[src/rtl/ulas_ctrl_seq.sv]
// MIPS-subset control sequencer: decodes one instruction per handshake and presents the
// ALU/datapath controls for one cycle, or holds them MULDIV_CYCLES cycles for MULT/DIV.
module ulas_ctrl_seq #(
   parameter int MULDIV_CYCLES = 4
) (
   input  logic        clk,
   input  logic        rst_n,
   input  logic        instr_valid,
   input  logic [31:0] instr,
   output logic        instr_ready,
   input  logic        uf,
   output logic [4:0]  aluop,
   output logic [4:0]  smt,
   output logic [31:0] imm_ext,
   output logic        use_imm,
   output logic        reg_write,
   output logic        mem_read,
   output logic        mem_write,
   output logic        branch,
   output logic        ctrl_valid,
   output logic        branch_taken,
   output logic        illegal,
   output logic        busy
);

   localparam int CW = (MULDIV_CYCLES > 2) ? $clog2(MULDIV_CYCLES) : 1;
   localparam logic [CW-1:0] CNT_INIT = CW'(MULDIV_CYCLES - 2);

   typedef enum logic [1:0] {IDLE, ISSUE, MDWAIT} state_t;

   typedef struct packed {
      logic [4:0]  aluop;
      logic [4:0]  smt;
      logic [31:0] imm_ext;
      logic        use_imm;
      logic        reg_write;
      logic        mem_read;
      logic        mem_write;
      logic        branch;
      logic        is_md;
      logic        bad;
   } dec_t;

   state_t          state_q, state_d;
   dec_t            dec_q, dec_d, dec_w;
   logic [CW-1:0]   cnt_q, cnt_d;
   logic            bt_q, bt_d;
   logic            hs;

   logic [5:0]  opcode, funct;
   logic [31:0] sext, zext;
   logic        unused_rs_rt;

   assign opcode       = instr[31:26];
   assign funct        = instr[5:0];
   assign sext         = {{16{instr[15]}}, instr[15:0]};
   assign zext         = {16'h0000, instr[15:0]};
   assign unused_rs_rt = ^instr[25:16];

   always_comb begin
      dec_w = '0;
      if (opcode == 6'h00) begin
         dec_w.reg_write = 1'b1;
         case (funct)
            6'h20: dec_w.aluop = 5'b00001;
            6'h22: dec_w.aluop = 5'b00010;
            6'h24: dec_w.aluop = 5'b00011;
            6'h25: dec_w.aluop = 5'b00100;
            6'h27: dec_w.aluop = 5'b00101;
            6'h26: dec_w.aluop = 5'b00110;
            6'h00: begin
               dec_w.aluop = 5'b00111;
               dec_w.smt   = instr[10:6];
            end
            6'h02: begin
               dec_w.aluop = 5'b01000;
               dec_w.smt   = instr[10:6];
            end
            6'h2A: dec_w.aluop = 5'b01001;
            6'h18: begin
               dec_w.aluop     = 5'b10000;
               dec_w.reg_write = 1'b0;
               dec_w.is_md     = 1'b1;
            end
            6'h1A: begin
               dec_w.aluop     = 5'b10001;
               dec_w.reg_write = 1'b0;
               dec_w.is_md     = 1'b1;
            end
            default: dec_w.bad = 1'b1;
         endcase
      end else begin
         dec_w.use_imm   = 1'b1;
         dec_w.reg_write = 1'b1;
         case (opcode)
            6'h08: begin dec_w.aluop = 5'b00001; dec_w.imm_ext = sext; end
            6'h0C: begin dec_w.aluop = 5'b00011; dec_w.imm_ext = zext; end
            6'h0D: begin dec_w.aluop = 5'b00100; dec_w.imm_ext = zext; end
            6'h0E: begin dec_w.aluop = 5'b00110; dec_w.imm_ext = zext; end
            6'h0A: begin dec_w.aluop = 5'b01001; dec_w.imm_ext = sext; end
            6'h0F: begin dec_w.aluop = 5'b01111; dec_w.imm_ext = zext; end
            6'h04, 6'h05: begin
               dec_w.aluop     = (opcode == 6'h04) ? 5'b01011 : 5'b01100;
               dec_w.imm_ext   = sext;
               dec_w.branch    = 1'b1;
               dec_w.reg_write = 1'b0;
            end
            6'h23: begin
               dec_w.aluop    = 5'b00001;
               dec_w.imm_ext  = sext;
               dec_w.mem_read = 1'b1;
            end
            6'h2B: begin
               dec_w.aluop     = 5'b00001;
               dec_w.imm_ext   = sext;
               dec_w.mem_write = 1'b1;
               dec_w.reg_write = 1'b0;
            end
            default: dec_w.bad = 1'b1;
         endcase
      end
      // An undecodable word must carry no controls at all, only the flag.
      if (dec_w.bad) begin
         dec_w     = '0;
         dec_w.bad = 1'b1;
      end
   end

   // Ready is forced low while reset is held so every output reads zero.
   assign instr_ready = rst_n & ((state_q == IDLE) | ((state_q == ISSUE) & ~dec_q.is_md));
   assign hs          = instr_valid & instr_ready;

   always_comb begin
      state_d    = state_q;
      dec_d      = dec_q;
      cnt_d      = cnt_q;
      bt_d       = 1'b0;
      aluop      = 5'b00000;
      smt        = 5'b00000;
      imm_ext    = 32'h0000_0000;
      use_imm    = 1'b0;
      reg_write  = 1'b0;
      mem_read   = 1'b0;
      mem_write  = 1'b0;
      branch     = 1'b0;
      ctrl_valid = 1'b0;
      illegal    = 1'b0;
      busy       = 1'b0;
      if (hs) begin
         dec_d = dec_w;
      end
      case (state_q)
         IDLE: begin
            if (hs) state_d = ISSUE;
         end
         ISSUE: begin
            if (dec_q.is_md) begin
               busy    = 1'b1;
               aluop   = dec_q.aluop;
               cnt_d   = CNT_INIT;
               state_d = MDWAIT;
            end else begin
               if (dec_q.bad) begin
                  illegal = 1'b1;
               end else begin
                  aluop      = dec_q.aluop;
                  smt        = dec_q.smt;
                  imm_ext    = dec_q.imm_ext;
                  use_imm    = dec_q.use_imm;
                  reg_write  = dec_q.reg_write;
                  mem_read   = dec_q.mem_read;
                  mem_write  = dec_q.mem_write;
                  branch     = dec_q.branch;
                  ctrl_valid = 1'b1;
                  bt_d       = dec_q.branch & uf;
               end
               state_d = hs ? ISSUE : IDLE;
            end
         end
         MDWAIT: begin
            busy  = 1'b1;
            aluop = dec_q.aluop;
            if (cnt_q == '0) begin
               ctrl_valid = 1'b1;
               reg_write  = 1'b1;
               state_d    = IDLE;
            end else begin
               cnt_d = cnt_q - CW'(1);
            end
         end
         default: state_d = IDLE;
      endcase
   end

   assign branch_taken = bt_q;

   always_ff @(posedge clk or negedge rst_n) begin
      if (!rst_n) begin
         state_q <= IDLE;
         dec_q   <= '0;
         cnt_q   <= '0;
         bt_q    <= 1'b0;
      end else begin
         state_q <= state_d;
         dec_q   <= dec_d;
         cnt_q   <= cnt_d;
         bt_q    <= bt_d;
      end
   end

endmodule
[config.mk]
export PLATFORM = sky130hd
export DESIGN_NAME = ulas_ctrl_seq
export DESIGN_NICKNAME = d
export VERILOG_FILES = /design/src/rtl/ulas_ctrl_seq.sv
export SDC_FILE = /design/constraint.sdc
export NUM_CORES = 1
export LEC_CHECK = 0
export ABC_AREA = 1
export ABC_CLOCK_PERIOD_IN_PS = 3100
export CORE_MARGIN = 2
export CORE_UTILIZATION = 45
export DETAILED_ROUTE_END_ITERATION = 8
export PLACE_DENSITY = 0.91
export RECOVER_POWER = 25
export SYNTH_ARGS = -nofsm -noshare
export SYNTH_HDL_FRONTEND = slang
export SYNTH_SLANG_ARGS = --single-unit
export TNS_END_PERCENT = 100
[constraint.sdc]
create_clock -name clk -period 3.1 [get_ports clk]
set_input_delay 0.62 -clock clk [delete_from_list [all_inputs] [get_ports clk]]
set_output_delay 0.62 -clock clk [all_outputs]
set_load 0.05 [all_outputs]
==> results <==
## state kept, by name, summed over array words and instances, names as in the netlist
name	cells
state_q	2
dec_q	34
cnt_q	2
branch_taken	1
## report_power, final
part	total (W)	switching, W	leakage (nW)	internal [W]
Combinational	0.000800	0.000527	1.12	0.000273
Sequential	0.000665	0.0000477	0.527	0.000618
Clock	0.000445	0.000184	0.0612	0.000260
Total	0.00191	0.000759	1.71	0.00115
## worst paths after layout
| check | from | end | slack (ns) |
|---|---|---|---|
| min reg2reg | dec_q[46] | dec_q[46] | 0.49 |
| min | dec_q[46] | dec_q[46] | 0.49 |
| min in group asynchronous | rst_n | branch_taken | 1.06 |
| max in group asynchronous | rst_n | dec_q[17] | 0.87 |
| max | state_q[0] | aluop[3] | 0.08 |
| max reg2reg | state_q[1] | dec_q[42] | 1.08 |
## through the flow
step                      power [W]  area [µm²]  setup TNS, ns
after floorplan             0.00117        2410              0
after global placement      0.00139        3530              0
after detailed placement    0.00143        3530              0
after CTS                   0.00188        3650              0
after global routing        0.00202        3660        -0.0430
final                       0.00191        3660              0
## cells by family after synthesis
group                    Yosys count
adder cells (fa/ha/maj)            4
flip-flops                        39
AND/OR/NAND/NOR                  153
AO/OA/AOI/OAI                     46
buffers and inverters             82
## cell usage after synthesis (3+ instances only)
cell,number
dfrtp_1,39
nand3_1,39
inv_1,54
buf_4,17
ha_1,4
nand2_1,36
o21ai_0,27
buf_6,3
nor2_1,56
a21oi_1,6
nand4_1,8
buf_2,4
o21ai_1,6
nand2_2,5
## area by class of cell
cell class,count,share of cell area
sequential,39,0.267
multi-input combinational,203,0.283
tap,70,0.0239
clock buffer,6,0.0226
timing repair buffer,80,0.334
clock inverter,2,0.00958
inverter,58,0.0602
## placed cells by master, fill, tap and decap left out
cell,n
dfrtp_1,39
bufinv_16,1
o21ai_0,27
o311ai_2,1
clkbuf_1,2
clkinv_1,1
buf_4,2
a21boi_4,1
inv_1,54
clkdlybuf4s50_1,30
ha_1,4
nand2_1,36
nor2_2,2
nor2_4,2
buf_12,43
nor2_8,1
a21oi_2,1
o31ai_1,2
and3_1,1
a32oi_1,1
inv_4,1
clkbuf_8,6
inv_2,2
nor2_1,55
clkinv_2,1
nand3_1,39
nand3b_1,2
nand4_1,8
nand2_4,2
o22ai_1,1
dlymetal6s2s_1,3
a21oi_1,6
nand2_2,5
o21ai_1,6
## layer usage
metal,vias up,track usage,share of wire
met4,0,0.0929,0.033
met2,125,0.435,0.54
met3,20,0.0459,0.062
li1,1138,-,-
met1,1174,0.253,0.37
met5,-,0,0
## worst min-delay path: stages (launching register included)
cell and delay, ns:
dfrtp_1 0.35, nand2_1 0.05, o21ai_1 0.06
==> results.md <==
* Drc violations at 0
* Simple-gate portion of the synthesized area at 0.297
* Final setup viols at 0
* Global route total overflow at 0
* WL final at 6810 µm
* Fin crit share at 0.975
* HPWL Detailed at 4860 µm
* Maxcap violations at 1
* Lkg Pwr at 1.71 nW
* Worst path max stage delay at 0.81 ns
* Nets at 427
* Total die area at 5940 µm²
* Clock sinks at 39
* # rows at 26
* Worst slack, placed at 0.0726 ns
* CTS root buffer: clkbuf_8
* Failing checks: capacitance limit, slew limit
* First-pass GRT wire length at 11100 µm
* Finished Core Util at 0.712
* Synth Area in Compound Gates at 0.109
* Synth top area share at 0.406
* Post-synthesis mux area share at 0
* WL per Instance at 14.9 µm
* CP cell instances: inv_1 -> ha_1 -> nor2_1 -> inv_1 -> o311ai_2 -> nor2_1 -> clkdlybuf4s50_1
* Via count at 2457
* FMAX at 0.331 GHz
* Vias per cell at 5.36
* Hold_buf cts at 0
* Top Family by Delay on Critical Path: buffers and inverters
* Fin. Hold Viols at 0
* Synth-to-layout area growth at 52.2%
* Largest area contributor in the netlist: dfrtp_1
* Initial Util at 0.468
* Die Y at 77.1 µm
* CP required at 2.48 ns
* Die Wd at 77.1 µm
* Ant. Diodes at 0
* Syn Nets at 364
* Final setup skew at 0.00286 ns
* Max Slew Vio Count at 40
* Slew HR at -0.366
* CTS tree: built
* Pwr dens at 522 nW/µm²
* Minimum clock period at 3.02 ns
* Post-synthesis xor/xnor area fraction at 0
* Post-CTS setup buffer count at 0
* Reg area at 976 µm²
* CP bufs+invs at 3
* Initial antenna violation count at 0
* Worst-margin pin slew at 2.05 ns
* #FFs+latches synth at 39
* Gr usage total at 0.231
* H-Tree Depth at 2
* Core area at 5140 µm²
* Synthesized area per cell at 7.42 µm²
* Setup Crit Path Kind: register to primary output
* DRT antenna net count at 0
* Post-synth EDFFs at 0
* Multi-input logic area at 1040 µm²
* Maximum vdd drop at 0.280 mV
* CP Depth at 7
* CP max-delay cell: clkdlybuf4s50_1
* Num CTS Buffers at 5
* Largest cells by area after synthesis: dfrtp_1, nor2_1, inv_1
* Filler cells at 373
* Final GP Congestion at 0.902
* Synth Instances at 324
* Max FO, Critical Path at 5
* PostCTS Resize Cnt at 1
* Synthesis Warnings at 0
* Clock Pin Slew Worst Setup and Hold Paths at 0.08 ns
* Largest net degree at the start of global routing at 55
* Hold crit path type: register to register
* Critical path data arrival time at 2.40 ns
* Count of TritonRoute iterations in the first routing pass at 7
* Post-Syn Area at 2400 µm²
* Synth Area in Adders at 0.0208
* IO buf count at 77
* Status: finished with violations
* Placed cell count at 450
* Share of cells above drive strength 1 at 0.183
* Hold_ws at 0.493 ns
* Final cell count without fillers at 458
* CP startpoint kind: register
* Largest family of logic cells by synthesized area: simple AND/OR/NAND/NOR gates
* Worst setup margin at 0.0760 ns
* I/O pin total at 88
* Unique masters post-synth at 29
* Post-synth top flop: dfrtp_1
* Worst Setup End Kind: primary output
* DRT iter0 DRCs at 270
* Async SR Flop Fraction at 1.00
* Max clock buf depth at 2
* Vias in the first global route at 2402
* Clk_lat worst skew at 0.29 ns
* Worst hold stages at 2
* R2r worst-path depth at 8
* Fraction of the yosys area taken by sequential cells at 0.406
Power figures use the tool's default switching activity.
